===== config.mk =====
export PLATFORM = sky130hd
export DESIGN_NAME = radio_capture_ctrl
export DESIGN_NICKNAME = d
export VERILOG_FILES = /design/src/rtl/radio_capture_ctrl.sv
export SDC_FILE = /design/constraint.sdc
export NUM_CORES = 1
export LEC_CHECK = 0
export CORE_ASPECT_RATIO = 1.75
export CORE_MARGIN = 4
export CORE_UTILIZATION = 45
export DETAILED_ROUTE_END_ITERATION = 8
export PLACE_DENSITY = 0.76
export SLEW_MARGIN = 25
export SYNTH_ARGS = -nofsm -noshare
export SYNTH_HDL_FRONTEND = slang
export SYNTH_SLANG_ARGS = --single-unit

===== constraint.sdc =====
create_clock -name clk16 -period 2.1 [get_ports clk16]
set_input_delay 0.21 -clock clk16 [delete_from_list [all_inputs] [get_ports clk16]]
set_output_delay 0.21 -clock clk16 [all_outputs]
set_load 0.1 [all_outputs]

===== src/rtl/radio_capture_ctrl.sv =====
// ============================================================================
// Module      : radio_capture_ctrl
// Description : Decimating capture sequencer for the 1-bit per-antenna I/Q
//               bus, presenting samples on a valid/ready stream. Optional
//               RADIO_CAPTURE_TESTPAT_EN replaces radio data with sample index.
// Revision    : 1.0 - initial release
// ============================================================================
`default_nettype none

module radio_capture_ctrl #(
  parameter int NUM_ANT = 24,
  parameter int DECIM   = 4,
  parameter int CNT_W   = 16
) (
  input  logic                   clk16,
  input  logic                   rst_n,
  input  logic [NUM_ANT-1:0]     data_i,
  input  logic [NUM_ANT-1:0]     data_q,
  input  logic                   start,
  input  logic                   abort,
  input  logic [CNT_W-1:0]       num_samples,
  output logic [2*NUM_ANT-1:0]   out_data,
  output logic                   out_valid,
  input  logic                   out_ready,
  output logic                   busy,
  output logic                   done,
  output logic                   overflow
);

  localparam int W     = 2 * NUM_ANT;
  localparam int DEC_W = (DECIM > 1) ? $clog2(DECIM) : 1;
  localparam logic [DEC_W-1:0] C_DEC_LAST = DEC_W'(DECIM - 1);

  typedef enum logic [1:0] {
    IDLE    = 2'd0,
    CAPTURE = 2'd1,
    DRAIN   = 2'd2
  } state_t;

  state_t             state_q, state_d;
  logic [NUM_ANT-1:0] in_i_q, in_i_d;
  logic [NUM_ANT-1:0] in_q_q, in_q_d;
  logic [DEC_W-1:0]   dec_q, dec_d;
  logic [CNT_W-1:0]   cnt_q, cnt_d;
  logic [CNT_W-1:0]   num_q, num_d;
  logic               valid_q, valid_d;
  logic [W-1:0]       data_q_r, data_d;
  logic               done_q, done_d;
  logic               ovf_q, ovf_d;

  logic               hs;
  logic               strobe;
  logic [W-1:0]       sample;

`ifdef RADIO_CAPTURE_TESTPAT_EN
  // Pattern word is the index of the strobe being taken, before increment.
  if (W > CNT_W) begin : g_pat_ext
    assign sample = {{(W - CNT_W){1'b0}}, cnt_q};
  end else if (W == CNT_W) begin : g_pat_eq
    assign sample = cnt_q;
  end else begin : g_pat_trunc
    assign sample = cnt_q[W-1:0];
  end
`else
  assign sample = {in_q_q, in_i_q};
`endif

  assign hs     = valid_q & out_ready;
  assign strobe = (state_q == CAPTURE) && (dec_q == '0);

  always_comb begin
    state_d = state_q;
    in_i_d  = data_i;
    in_q_d  = data_q;
    dec_d   = dec_q;
    cnt_d   = cnt_q;
    num_d   = num_q;
    valid_d = valid_q;
    data_d  = data_q_r;
    done_d  = 1'b0;
    ovf_d   = ovf_q;

    if (abort) begin
      state_d = IDLE;
      valid_d = 1'b0;
    end else begin
      unique case (state_q)
        IDLE: begin
          if (start) begin
            if (num_samples == '0) begin
              done_d = 1'b1;
            end else begin
              state_d = CAPTURE;
              num_d   = num_samples;
              cnt_d   = '0;
              dec_d   = '0;
              ovf_d   = 1'b0;
            end
          end
        end
        CAPTURE: begin
          dec_d = (dec_q == C_DEC_LAST) ? '0 : dec_q + 1'b1;
          if (hs) valid_d = 1'b0;
          if (strobe) begin
            cnt_d = cnt_q + 1'b1;
            // A dropped sample still advances the count so capture length is fixed.
            if (!valid_q || hs) begin
              valid_d = 1'b1;
              data_d  = sample;
            end else begin
              ovf_d = 1'b1;
            end
            if ((cnt_q + 1'b1) == num_q) state_d = DRAIN;
          end
        end
        DRAIN: begin
          if (!valid_q || hs) begin
            state_d = IDLE;
            valid_d = 1'b0;
            done_d  = 1'b1;
          end
        end
        default: begin
          state_d = IDLE;
          valid_d = 1'b0;
        end
      endcase
    end
  end

  always_ff @(posedge clk16 or negedge rst_n) begin
    if (!rst_n) begin
      state_q  <= IDLE;
      in_i_q   <= '0;
      in_q_q   <= '0;
      dec_q    <= '0;
      cnt_q    <= '0;
      num_q    <= '0;
      valid_q  <= 1'b0;
      data_q_r <= '0;
      done_q   <= 1'b0;
      ovf_q    <= 1'b0;
    end else begin
      state_q  <= state_d;
      in_i_q   <= in_i_d;
      in_q_q   <= in_q_d;
      dec_q    <= dec_d;
      cnt_q    <= cnt_d;
      num_q    <= num_d;
      valid_q  <= valid_d;
      data_q_r <= data_d;
      done_q   <= done_d;
      ovf_q    <= ovf_d;
    end
  end

  assign out_data  = data_q_r;
  assign out_valid = valid_q;
  assign busy      = (state_q != IDLE);
  assign done      = done_q;
  assign overflow  = ovf_q;

endmodule

`default_nettype wire

**Word level (Yosys, flattened, before mapping)**

Cells that the tools add are included.

- Bits in registers: 135
- Input bits: 69
- Output and inout bits: 52
- Logic and storage cells: 75

- Add/subtract/negate cells: 2
- Equality and inequality tests: 14
- Muxes and demuxes: 31
- Bitwise gates (word level): 3
- Reduce and logical (&&, ||, !) cells: 15

Operators by type and width:

| kind | number |
|---|---|
| $mux W16 | 3 |
| $pmux W16 S2 | 1 |
| $mux W2 | 9 |
| $add A16 B1 Y16 const B | 1 |
| $eq A16 B16 Y1 | 1 |
| $logic_not A16 Y1 | 1 |
| $mux W1 | 13 |
| $ne A3 B3 Y1 const B | 4 |
| $reduce_and A4 Y1 | 3 |
| $ne A2 B2 Y1 const B | 5 |
| $reduce_and A5 Y1 | 2 |
| $pmux W2 S3 | 1 |
| $reduce_and A6 Y1 | 1 |
| $eq A2 B2 Y1 const B | 2 |
| $logic_not A2 Y1 | 2 |
| $pmux W1 S2 | 2 |
| $pmux W2 S2 | 1 |
| $reduce_bool A2 Y1 | 2 |
| $ne A3 B2 Y1 const B | 1 |
| $pmux W1 S3 | 1 |
| $add A2 B1 Y2 const B | 1 |
| $eq A2 B1 Y1 const B | 1 |
| $not A1 Y1 | 2 |
| $reduce_and A2 Y1 | 1 |
| other kinds (4) | 4 |

**Longest topological paths before layout**

Gate-level depths: netlist of the first run.

- Depth after elaboration: 6
- Mapped depth: 9
- Mapped depth without buffers: 7

**Worst setup path before layout of the first run**

Ideal clock, no wire load.

- Path kind: register -> register
- Start: reg cnt_q[0]
- End: reg state_q[0]
- Setup time: 0.119 ns
- Data arrival time: 2.016 ns
- Slack: -0.035 ns
- Stages on the path, launching flop included: 9
- Buffers on the path: 1
- Path through: dfrtp_1 > ha_1 > and3_1 > buf_2 > nand3_1 > nor4_1 > a31oi_1 > or4_4 > o21ba_1

- Longest elaborated chain between the ends: 4

Ends and longest elaborated chain:

| element | line | source |
|---|---|---|
| from (decl) | 44 | `logic [CNT_W-1:0] cnt_q, cnt_d;` |
| from (signal assigned) | 148 | `cnt_q <= cnt_d;` |
| $add A16 B1 Y16 | 113 | `if ((cnt_q + 1'b1) == num_q) state_d = DRAIN;` |
| $eq A16 B16 Y1 | 113 |  |
| $ne A3 B2 Y1 (no source line) | - |  |
| $reduce_and A5 Y1 (no source line) | - |  |
| to (signal assigned) | 144 | `state_q <= state_d;` |
| to (decl) | 40 | `state_t state_q, state_d;` |

No other way between the ends.
A chain may end at the register's enable or synchronous reset.

**Worst setup path in the final report of the first run**

- Start: reg cnt_q[12]
- End: reg state_q[0]

Same word-level chain as after synthesis.

==> results of run 1 <==
==> layout by cell type, fill, tap and decap left out, types with 3 or more instances in the layout <==
cell and n:
a21oi_1 9, a31oi_1 7, a32o_1 3, and2_1 3
and4_1 3, buf_12 4, buf_4 91, bufinv_16 4
clkbuf_16 17, clkdlybuf4s50_1 67, clkinvlp_4 3, dfrtp_1 131
dfrtp_2 4, inv_1 5, inv_6 3, mux2_2 63
nand2_1 14, nand3_1 11, nand4_1 8, nor2_1 17
nor2b_1 4, nor3_1 3, nor4_1 4, o21ai_0 25
o31ai_1 4, xnor2_1 6, xor2_1 10
==> stage by stage <==
step	setup TNS [ns]	total power [W]	instance area [sq um]	std cells
6_report	0	0.0123	7540	711
3_5_place_dp	-5.32	0.00920	6850	677
3_3_place_gp	-4.90	0.00910	6850	677
4_1_cts	0	0.0124	7510	711
5_1_grt	-0.00121	0.0127	7540	711
2_1_floorplan	0	0.00781	5380	404
==> registers in the layout (all words and copies together), names as in the netlist <==
register,flops
dec_q,2
num_q,16
out_valid,1
out_data,48
done,1
in_q_q,24
overflow,1
state_q,2
in_i_q,24
cnt_q,16
==> Yosys cell counts (all sizes together) (6+ instances only) <==
| library cell | n |
|---|---|
| xnor2 | 6 |
| nor4 | 6 |
| nand3 | 12 |
| xor2 | 10 |
| mux2 | 63 |
| o21ai | 28 |
| a31oi | 8 |
| buf | 15 |
| a21oi | 9 |
| nand4 | 8 |
| and2 | 6 |
| nand2 | 14 |
| dfrtp | 135 |
| clkbuf | 8 |
| nor2 | 18 |
==> final timing paths <==
| kind | from | to | slack, ns | cells past startpoint |
|---|---|---|---|---|
| max | cnt_q[12] | state_q[0] | 0.05 | 6 |
| min | data_i[20] | in_i_q[20] | 0.24 | 1 |
| max reg2reg | cnt_q[12] | state_q[0] | 0.05 | 6 |
| min reg2reg | in_q_q[8] | out_data[32] | 0.48 | 1 |
| max in group asynchronous | rst_n | in_q_q[7] | 1.10 | 3 |
| min in group asynchronous | rst_n | num_q[3] | 0.34 | 2 |
==> timing repair <==
item / CTS / global route
cloned: 0 / 0
hold buffers: 1 / 0
endpoints found under the hold margin: 40 / 0
gates resized for setup: 6 / 8
endpoints found under the setup margin: 2 / 2
buffers inserted: 1 / 0
pin swaps: 0 / 2
==> power breakdown <==
part / internal, W / total, W / switching, W
Combinational: 0.00132 / 0.00556 / 0.00424
Sequential: 0.00321 / 0.00359 / 0.000383
Clock: 0.00200 / 0.00312 / 0.00112
==> metal layers <==
layer,global-route usage,part of all wire,vias up
met1,0.185,0.34,1911
met5,0,0,-
met4,0.112,0.049,0
met2,0.368,0.56,177
li1,-,-,1771
met3,0.0573,0.057,46
==> worst max-delay path: cells and delay by family, from the launching register on <==
family | cells | cell delay, ns
simple gates | 2 | 0.70
compound gates | 2 | 0.27
flops | 1 | 0.41
xor+xnor | 2 | 0.56
==> cell families (layout without fill, tap and decap cells) <==
group	after synthesis	in the layout
fa+ha+maj	3	3
flops	135	135
mux	63	63
xor+xnor	16	16
simple gates	94	94
compound gates	65	65
buf+inv	28	200
==> final cells by class <==
class,count,area (sq um),share of cell area
clock buffer,18,429,0.0569
clock inverter,14,196,0.0261
inverter,5,18.8,0.00249
multi-input combinational,241,1900,0.252
sequential,135,3380,0.449
tap,135,169,0.0224
timing repair buffer,163,1440,0.192
==> out/qor.txt, run 1 <==
Period minus WS final - 2.05 ns
layout cell share with drive strength beyond 1 - 0.366
Hold Slack - 0.236 ns
crit path DAT - 2.35 ns
CTS root buf - clkbuf_16
CTS buffer count - 17
Gate Count Post-Synth - 404
Crit path largest cell delay - 0.51 ns
core region area - 11600 sq um
Worst Max-Slew Pin Slew - 0.559 ns
Diodes inserted - 0
GRT Overall Usage - 0.196
CTS tree - yes
final hold vios - 0
Worst-path clk slew - 0.06 ns
htree depth - 4
type of the worst setup path - flop to flop
EDFF count, synth - 0
PwrDens - 1630 nW/um^2
Layout Skew - 0.00791 ns
Post-Synth Simple-Gate Area - 0.0993
Max IR drop VDD - 1.31 mV
Syn. warnings - 0
#FFs+latches synth - 135
critical path's slowest cell - or4_4
post-synth cell types - 54
Synth Area in Compound Gates - 0.0779
post-route setup slack - 0.0511 ns
Avg Cell Area, Syn - 13.3 sq um
DRC Markers - 0
Pre-antenna DRT Iters - 5
first-pass GRT wire length - 21.2 mm
area leader, netlist - dfrtp_1
Sink Count - 135
crit-path cells - xnor2_1 -> xor2_1 -> nor4_2 -> a31oi_1 -> or4_4 -> o21ba_1
Post-Synth XOR/XNOR Area - 0.0261
Layout area overhead - 40.4%
IO Count - 121
Cell Area, Synth - 5370 sq um
largest net degree at the start of global routing - 52
crit-path max FO - 4
top-area cell type share of the netlist area - 0.629
Leakage - 3.29 nW
die width - 90.6 um
Required @ worst endpoint - 2.40 ns
Initial Utilization - 0.461
pre-CTS setup slack - -0.294 ns
Rel. slew slack - 0.628
drt wl/cell - 18.5 um
HP Class - input port to flop
multiplexer area fraction after synthesis - 0.132
synth top area cells - dfrtp_1 (63%), mux2_2 (13%), o21ai_0 (2.4%), xor2_1 (1.6%), nor2_1 (1.3%)
vias in the first global route - 4286
final core occ - 0.647
global route overflow - 0
die area - 13800 sq um
clk buf depth - 2
Die Ht - 152 um
largest family of logic cells by synthesized area - multiplexers
Max Clk Rate - 0.488 GHz
status - complete, no violations
Fillers - 892
fin. max-slew vios - 0
detailed placement HPWL - 9.48 mm
Setup violations, final - 0
max cap viols - 0
ys async rst share - 1.00
ys flop type - dfrtp_1
Clk Latency, worst-skew pair - 0.41 ns
crit start category - flop
First DRT Iteration DRCs - 185
final RePlAce weighted congestion - 0.888
sequential fraction of the synthesis area - 0.629
Critical Path End Type - flop
Cell Rows - 52
IO buf count - 120
crit share post-route - 0.976
drt via density - 5.49
initial antenna violation count - 0
syn nets - 476
Routed Antenna Nets - 0
vias after detailed routing - 3905
nets - 635
adder-cell share of the synthesized area - 0.00699
total wire length - 13.2 mm
No activity file was read; power rests on OpenSTA's default activity.
==> run 2: changes to the inputs <==
--- a/config.mk
+++ b/config.mk
@@ -9,6 +9,7 @@
 export CORE_MARGIN = 4
 export CORE_UTILIZATION = 45
 export DETAILED_ROUTE_END_ITERATION = 8
+export GPL_TIMING_DRIVEN = 0
 export PLACE_DENSITY = 0.76
 export SLEW_MARGIN = 25
 export SYNTH_ARGS = -nofsm -noshare
==> run 2 against run 1 <==
Against the previous run: maximum frequency decreased by 1.8%; sequential share of layout area down 0.46 points; via count is 0.33% lower; critical path type unchanged; critical endpoint unchanged; highest routed layer unchanged.
==> out/qor.txt, run 2 (synthesis gave the netlist of run 1 again) <==
status - complete, no violations
Worst Max-Slew Pin Slew - 1.01 ns (+0.452 ns)
R2R cell count - 7 (+1)
Critical Path End Type - flop
type of the worst setup path - flop to flop
Max IR drop VDD - 1.15 mV (-12%)
crit-path max FO - 5 (+1)
GRT Overall Usage - 0.200 (+0.00313)
total wire length - 13.1 mm (-0.30%)
final hold vios - 0 (unchanged)
Min-Delay Path Depth - 1 (unchanged)
IO Count - 121 (unchanged)
Leakage - 3.32 nW (+0.66%)
core region area - 11600 sq um (unchanged)
drt wl/cell - 18.6 um (+0.69%)
fin. max-slew vios - 0 (unchanged)
Required @ worst endpoint - 2.40 ns (about the same)
final RePlAce weighted congestion - 0.872 (-1.8%)
Layout Skew - 0.00792 ns (+0.0000135 ns)
die width - 90.6 um (unchanged)
crit start category - flop
most frequent cells in the layout - dfrtp_1 (131), clkdlybuf4s50_1 (67), mux2_2 (63), dlygate4sd2_1 (50), o21ai_0 (23)
Rel. slew slack - 0.329 (-0.299)
Setup TNS - 0 ns (unchanged)
CTS root buf - clkbuf_16
Max Clk Rate - 0.479 GHz (-1.8%)
PwrDens - 1570 nW/um^2 (-3.4%)
drt via density - 5.53 (+0.66%)
Sink Count - 135 (unchanged)
global route overflow - 0 (unchanged)
Layout area overhead - 41.9%
Cell Rows - 52 (unchanged)
Worst-path clk slew - 0.07 ns (about the same)
max cap viols - 0 (unchanged)
Clk Latency, worst-skew pair - 0.41 ns (about the same)
post-route insts no fill - 704 (-0.98%)
die area - 13800 sq um (unchanged)
htree depth - 4 (unchanged)
largest net degree at the start of global routing - 82 (+58%)
Diodes inserted - 0 (unchanged)
Period minus WS final - 2.09 ns (+0.0384 ns)
crit share post-route - 0.994 (+0.0183)
max reg flops - 48 (unchanged)
Pwr Total - 0.0120 W (-2.4%)
layout cell share with drive strength beyond 1 - 0.285 (-0.0816)
commonest non-fill, non-tap cell in the layout - dfrtp_1
crit path DAT - 2.39 ns (+0.04 ns)
detailed placement HPWL - 9.06 mm (-4.4%)
unrepaired setup endpoints after global routing - yes
DRC Markers - 0 (unchanged)
Pre-antenna DRT Iters - 4 (-1)
Crit path largest cell delay - 0.58 ns (+0.07 ns)
Hold Slack - 0.231 ns (-0.00464 ns)
critical path's slowest cell - or4_4
vias after detailed routing - 3892 (-0.33%)
CTS tree - yes
Setup violations, final - 0 (unchanged)
Routed Antenna Nets - 0 (unchanged)
Initial Utilization - 0.461 (unchanged)
initial antenna violation count - 0 (unchanged)
placed cell count - 660 (-2.5%)
vias in the first global route - 4301 (+0.35%)
first-pass GRT wire length - 21.7 mm (+2.3%)
nets - 628 (-1.1%)
final core occ - 0.654 (+0.00677)
crit-path cells - ha_4 -> and3_4 -> nand3_4 -> nand3b_1 -> o2111ai_2 -> or4_4 -> o21ba_1
IO buf count - 120 (unchanged)
Die Ht - 152 um (unchanged)
CTS buffer count - 17 (unchanged)
clk buf depth - 2 (unchanged)
HP Class - input port to flop
First DRT Iteration DRCs - 184 (-0.54%)
[run 2: cell types whose count changed in the layout (fill, tap and decap cells not counted), moves of 3 or more]
cell / delta
nand3_1: -4
buf_2: +3
buf_6: +6
buf_4: -72
buf_12: -4
dlygate4sd2_1: +50
nand3_2: +3
[run 2: worst paths after layout]
check | to | from | slack [ns]
min in group asynchronous | num_q[5] | rst_n | 0.29
setup reg to reg | state_q[0] | cnt_q[1] | 0.01
setup / recovery | state_q[0] | cnt_q[1] | 0.01
hold reg to reg | out_data[3] | in_i_q[3] | 0.48
max in group asynchronous | out_data[4] | rst_n | 1.10
hold / removal | in_q_q[16] | data_q[16] | 0.23
[run 2: area by class of cell]
cell class,count,area (sq um)
sequential,135,3380
buffer,19,138
fill,865,4030
inverter,5,18.8
multi-input combinational,241,2000
clock buffer,18,439
tap,135,169
timing repair buffer,137,1300
clock inverter,14,163
[run 2: metal layers]
layer / vias up / global-route usage / share of wire
li1: 1759 / - / -
met1: 1936 / 0.196 / 0.34
met2: 150 / 0.360 / 0.56
met3: 47 / 0.0593 / 0.055
met4: 0 / 0.124 / 0.047
met5: - / 0 / 0
[run 2: critical path, delay by kind of cell, from the launching register on]
| kind | cells | cell delay, ns |
|---|---|---|
| AOI/OAI and AO/OA | 2 | 0.36 |
| adders and majority gates | 1 | 0.18 |
| DFF | 1 | 0.42 |
| and+or+nand+nor | 4 | 1.03 |
[run 2: where the power goes]
group / leakage (nW) / internal (W) / switching [W]
combinational: 1.40 / 0.00115 / 0.00428
clock: 0.288 / 0.00181 / 0.00118
sequential: 1.63 / 0.00321 / 0.000348
[run 2: repair_timing]
action	in CTS	in global routing
hold endpoints to repair	54	0
pin swaps	7	7
hold buffers	1	0
gates resized for setup	89	23
buffers inserted	8	7
setup endpoints to repair	133	42
[run 2: stage by stage]
stage	setup slack (ns)	cell area, sq um
6_report	0.0126	7610
5_1_grt	-0.0441	7610
4_1_cts	0.00205	7510
3_5_place_dp	-1.25	6780
3_3_place_gp	-4.21	6750
2_1_floorplan	0.0142	5380
==> run 3: changes to the inputs <==
--- a/config.mk
+++ b/config.mk
@@ -5,9 +5,11 @@
 export SDC_FILE = /design/constraint.sdc
 export NUM_CORES = 1
 export LEC_CHECK = 0
+export ABC_AREA = 1
 export CORE_ASPECT_RATIO = 1.75
 export CORE_MARGIN = 4
 export CORE_UTILIZATION = 45
+export CTS_CLUSTER_SIZE = 28
 export DETAILED_ROUTE_END_ITERATION = 8
 export GPL_TIMING_DRIVEN = 0
 export PLACE_DENSITY = 0.76
==> run 3 against run 2 <==
Against the previous run: synthesized area decreased by 0.37%; sequential share of layout area rose by 1.6 points; non-clock buffer count down 23; setup slack gained 0.099 ns; register-to-register slack improved by 0.099 ns; highest routed layer unchanged; combinational power is 17% higher; critical path type unchanged; core utilization fell by 1.9 points.
==> out/qor.txt, run 3 <==
critical path's slowest cell - nor2_1
post-synth cell types - 28 (-48%)
Cell Area, Synth - 5350 sq um (-0.37%)
Routed Antenna Nets - 0 (unchanged)
stages on the worst setup path - 8 (+1)
Pwr Total - 0.0133 W (+11%)
Diodes inserted - 0 (unchanged)
Buf/Inv on CP - 3 (+3)
Die Ht - 152 um (-0.18%)
R2R setup slack - 0.11 ns (+0.10 ns)
placed inst area - 6750 sq um (-0.48%)
synth cell count leaders - dfrtp_1 (135), nand2_1 (115), mux2_2 (44)
Flop pwr share - 0.283 (-0.014)
sequential fraction of the synthesis area - 0.632 (+0.00236)
Sw Pwr - 0.00650 W (+12%)
fin. max-slew vios - 0 (unchanged)
top-area cell type share of the netlist area - 0.632 (+0.00236)
most numerous cell in the Yosys netlist - dfrtp_1
PwrDens - 1810 nW/um^2 (+15%)
crit-path leading delay family - simple AND/OR/NAND/NOR gates
Layout Skew - 0.00755 ns (-0.000365 ns)
crit-path max FO - 10 (+5)
max reg flops - 48 (unchanged)
detailed placement HPWL - 9.15 mm (+0.99%)
area leader, netlist - dfrtp_1
crit-path cells - inv_1 -> ha_1 -> inv_1 -> nand2_1 -> nand2_1 -> nor2_1 -> inv_2 -> o22ai_1
RR Startpoint - dec_q[0]
commonest non-fill, non-tap cell in the layout - dfrtp_1
syn nets - 562 (+18%)
R2R cell count - 8 (+1)
final RePlAce weighted congestion - 0.874 (+0.23%)
Worst Max-Slew Pin Slew - 1.02 ns (+0.00502 ns)
Max Clk Rate - 0.503 GHz (+5.0%)
Sink Count - 135 (unchanged)
global route overflow - 0 (unchanged)
Syn. warnings - 0 (unchanged)
Layout area overhead - 37.4%
IO Count - 121 (unchanged)
Cell Rows - 52 (unchanged)
Initial Utilization - 0.462 (+0.000861)
htree depth - 4 (unchanged)
Crit path largest cell delay - 0.52 ns (-0.06 ns)
Gate Count Post-Synth - 490 (+21%)
total wire length - 12.6 mm (-3.6%)
crit path DAT - 2.30 ns (-0.09 ns)
Avg Cell Area, Syn - 10.9 sq um (-18%)
synth top area cells - dfrtp_1 (63%), mux2_2 (9.3%), nand2_1 (8.1%), inv_1 (2.9%), nor2_1 (2.7%)
Worst setup startpoint - dec_q[0]
Fillers - 944 (+9.1%)
most frequent cells in the layout - dfrtp_1 (134), nand2_1 (114), clkdlybuf4s50_1 (67), dlygate4sd2_1 (51), mux2_2 (44)
clock group share of total power - 0.240 (-0.010)
GRT Overall Usage - 0.193 (-0.00649)
status - complete, no violations
crit start category - flop
CTS buffer count - 17 (unchanged)
die area - 13800 sq um (-0.35%)
drt via density - 5.18 (-6.3%)
drt wl/cell - 16.2 um (-13%)
max cap viols - 0 (unchanged)
initial antenna violation count - 0 (unchanged)
Leakage - 3.39 nW (+2.3%)
first-pass GRT wire length - 20.9 mm (-3.7%)
CTS root buf - clkbuf_16
Worst-path clk slew - 0.06 ns (about the same)
DRC Markers - 0 (unchanged)
part of the power in combinational logic - 0.477 (+0.024)
#FFs+latches synth - 135 (unchanged)
EDFF count, synth - 0 (unchanged)
ys flop type - dfrtp_1
switching power share of the total - 0.489 (+0.00408)
Clk Latency, worst-skew pair - 0.41 ns (about the same)
largest net degree at the start of global routing - 98 (+20%)
Setup TNS - 0 ns (unchanged)
Pre-antenna DRT Iters - 5 (+1)
HP Class - input port to flop
Worst R2R End - cnt_q[15]
layout cell share with drive strength beyond 1 - 0.166 (-0.119)
First DRT Iteration DRCs - 170 (-7.6%)
Required @ worst endpoint - 2.41 ns (about the same)
Max IR drop VDD - 1.38 mV (+20%)
clk buf depth - 2 (unchanged)
crit share post-route - 0.947 (-0.0472)
final instance area - 7350 sq um (-3.5%)
Rel. slew slack - 0.326 (-0.00333)
vias in the first global route - 4276 (-0.58%)
Period minus WS final - 1.99 ns (-0.0992 ns)
core region area - 11600 sq um (-0.56%)
final hold vios - 0 (unchanged)
type of the worst setup path - flop to flop
critical path endpoint - cnt_q[15]
Critical Path End Type - flop
nets - 705 (+12%)
vias after detailed routing - 4047 (+4.0%)
ys async rst share - 1.00 (unchanged)
CTS tree - yes
die width - 90.4 um (-0.17%)
internal power - 0.00679 W (+10%)
IO buf count - 120 (unchanged)
Setup violations, final - 0 (unchanged)
-- run 3: worst min path at each step --
| stage | cells past startpoint | to | start |
|---|---|---|---|
| after floorplan | 0 | cnt_q[0] | rst_n |
| after global placement | 1 | out_data[27] | in_q_q[3] |
| after detailed placement | 1 | in_q_q[10] | rst_n |
| after CTS | 1 | in_q_q[21] | data_q[21] |
| after global routing | 1 | in_q_q[9] | data_q[9] |
| final | 1 | in_q_q[14] | data_q[14] |
-- run 3: per-layer routing --
metal  vias to the layer above  wire length (um)  global-route usage
li1                       1894                 -                   -
met1                      1987              4440               0.199
met2                       133              7110               0.353
met3                        33               653              0.0548
met4                         0               441              0.0972
met5                         -                 0                   0
-- run 3: cell type report --
cell class,instances,area [sq um],share of cell area
flip-flops and latches,135,3380,0.460
multi-input cells,300,1730,0.236
repair buffers,124,1190,0.162
clock buffers,20,447,0.0608
clock inverters,12,190,0.0259
inverters,46,173,0.0235
well taps,135,169,0.0230
plain buffers,9,68.8,0.00936
-- run 3: logic make-up after synthesis --
family / count (synthesis) / synth area share
buffers and inverters: 55 / 0.0452
multiplexers: 48 / 0.101
flip-flops: 135 / 0.632
adder cells (fa/ha/maj): 3 / 0.00702
AO/OA/AOI/OAI: 40 / 0.0412
XOR/XNOR: 4 / 0.00655
AND/OR/NAND/NOR: 205 / 0.167
-- run 3: per-stage QoR --
step / setup slack, ns / std cells / hold slack [ns] / utilization
final: 0.112 / 781 / 0.234 / 0.635
after global routing: -0.0148 / 781 / 0.208 / 0.635
after floorplan: 0.0630 / 490 / -0.0856 / -
after CTS: -0.0668 / 779 / 0.221 / 0.633
after detailed placement: -0.0620 / 746 / 0.103 / 0.583
after global placement: -4.21 / 745 / 0.441 / 0.580
-- run 3: power by group through the flow --
stage | sequential (W) | combinational (W) | clock (W)
6_report | 0.00376 | 0.00634 | 0.00319
5_1_grt | 0.00385 | 0.00662 | 0.00339
4_1_cts | 0.00376 | 0.00634 | 0.00326
3_5_place_dp | 0.00381 | 0.00668 | 0
3_3_place_gp | 0.00377 | 0.00659 | 0
2_1_floorplan | 0.00734 | 0.00142 | 0
-- run 3: repair_timing --
item / in CTS / in global routing
hold endpoints to repair: 38 / 0
endpoints found under the setup margin: 52 / 3
pin swaps: 0 / 1
hold buffers: 1 / 0
setup buffers: 0 / 2
resized for setup: 52 / 5
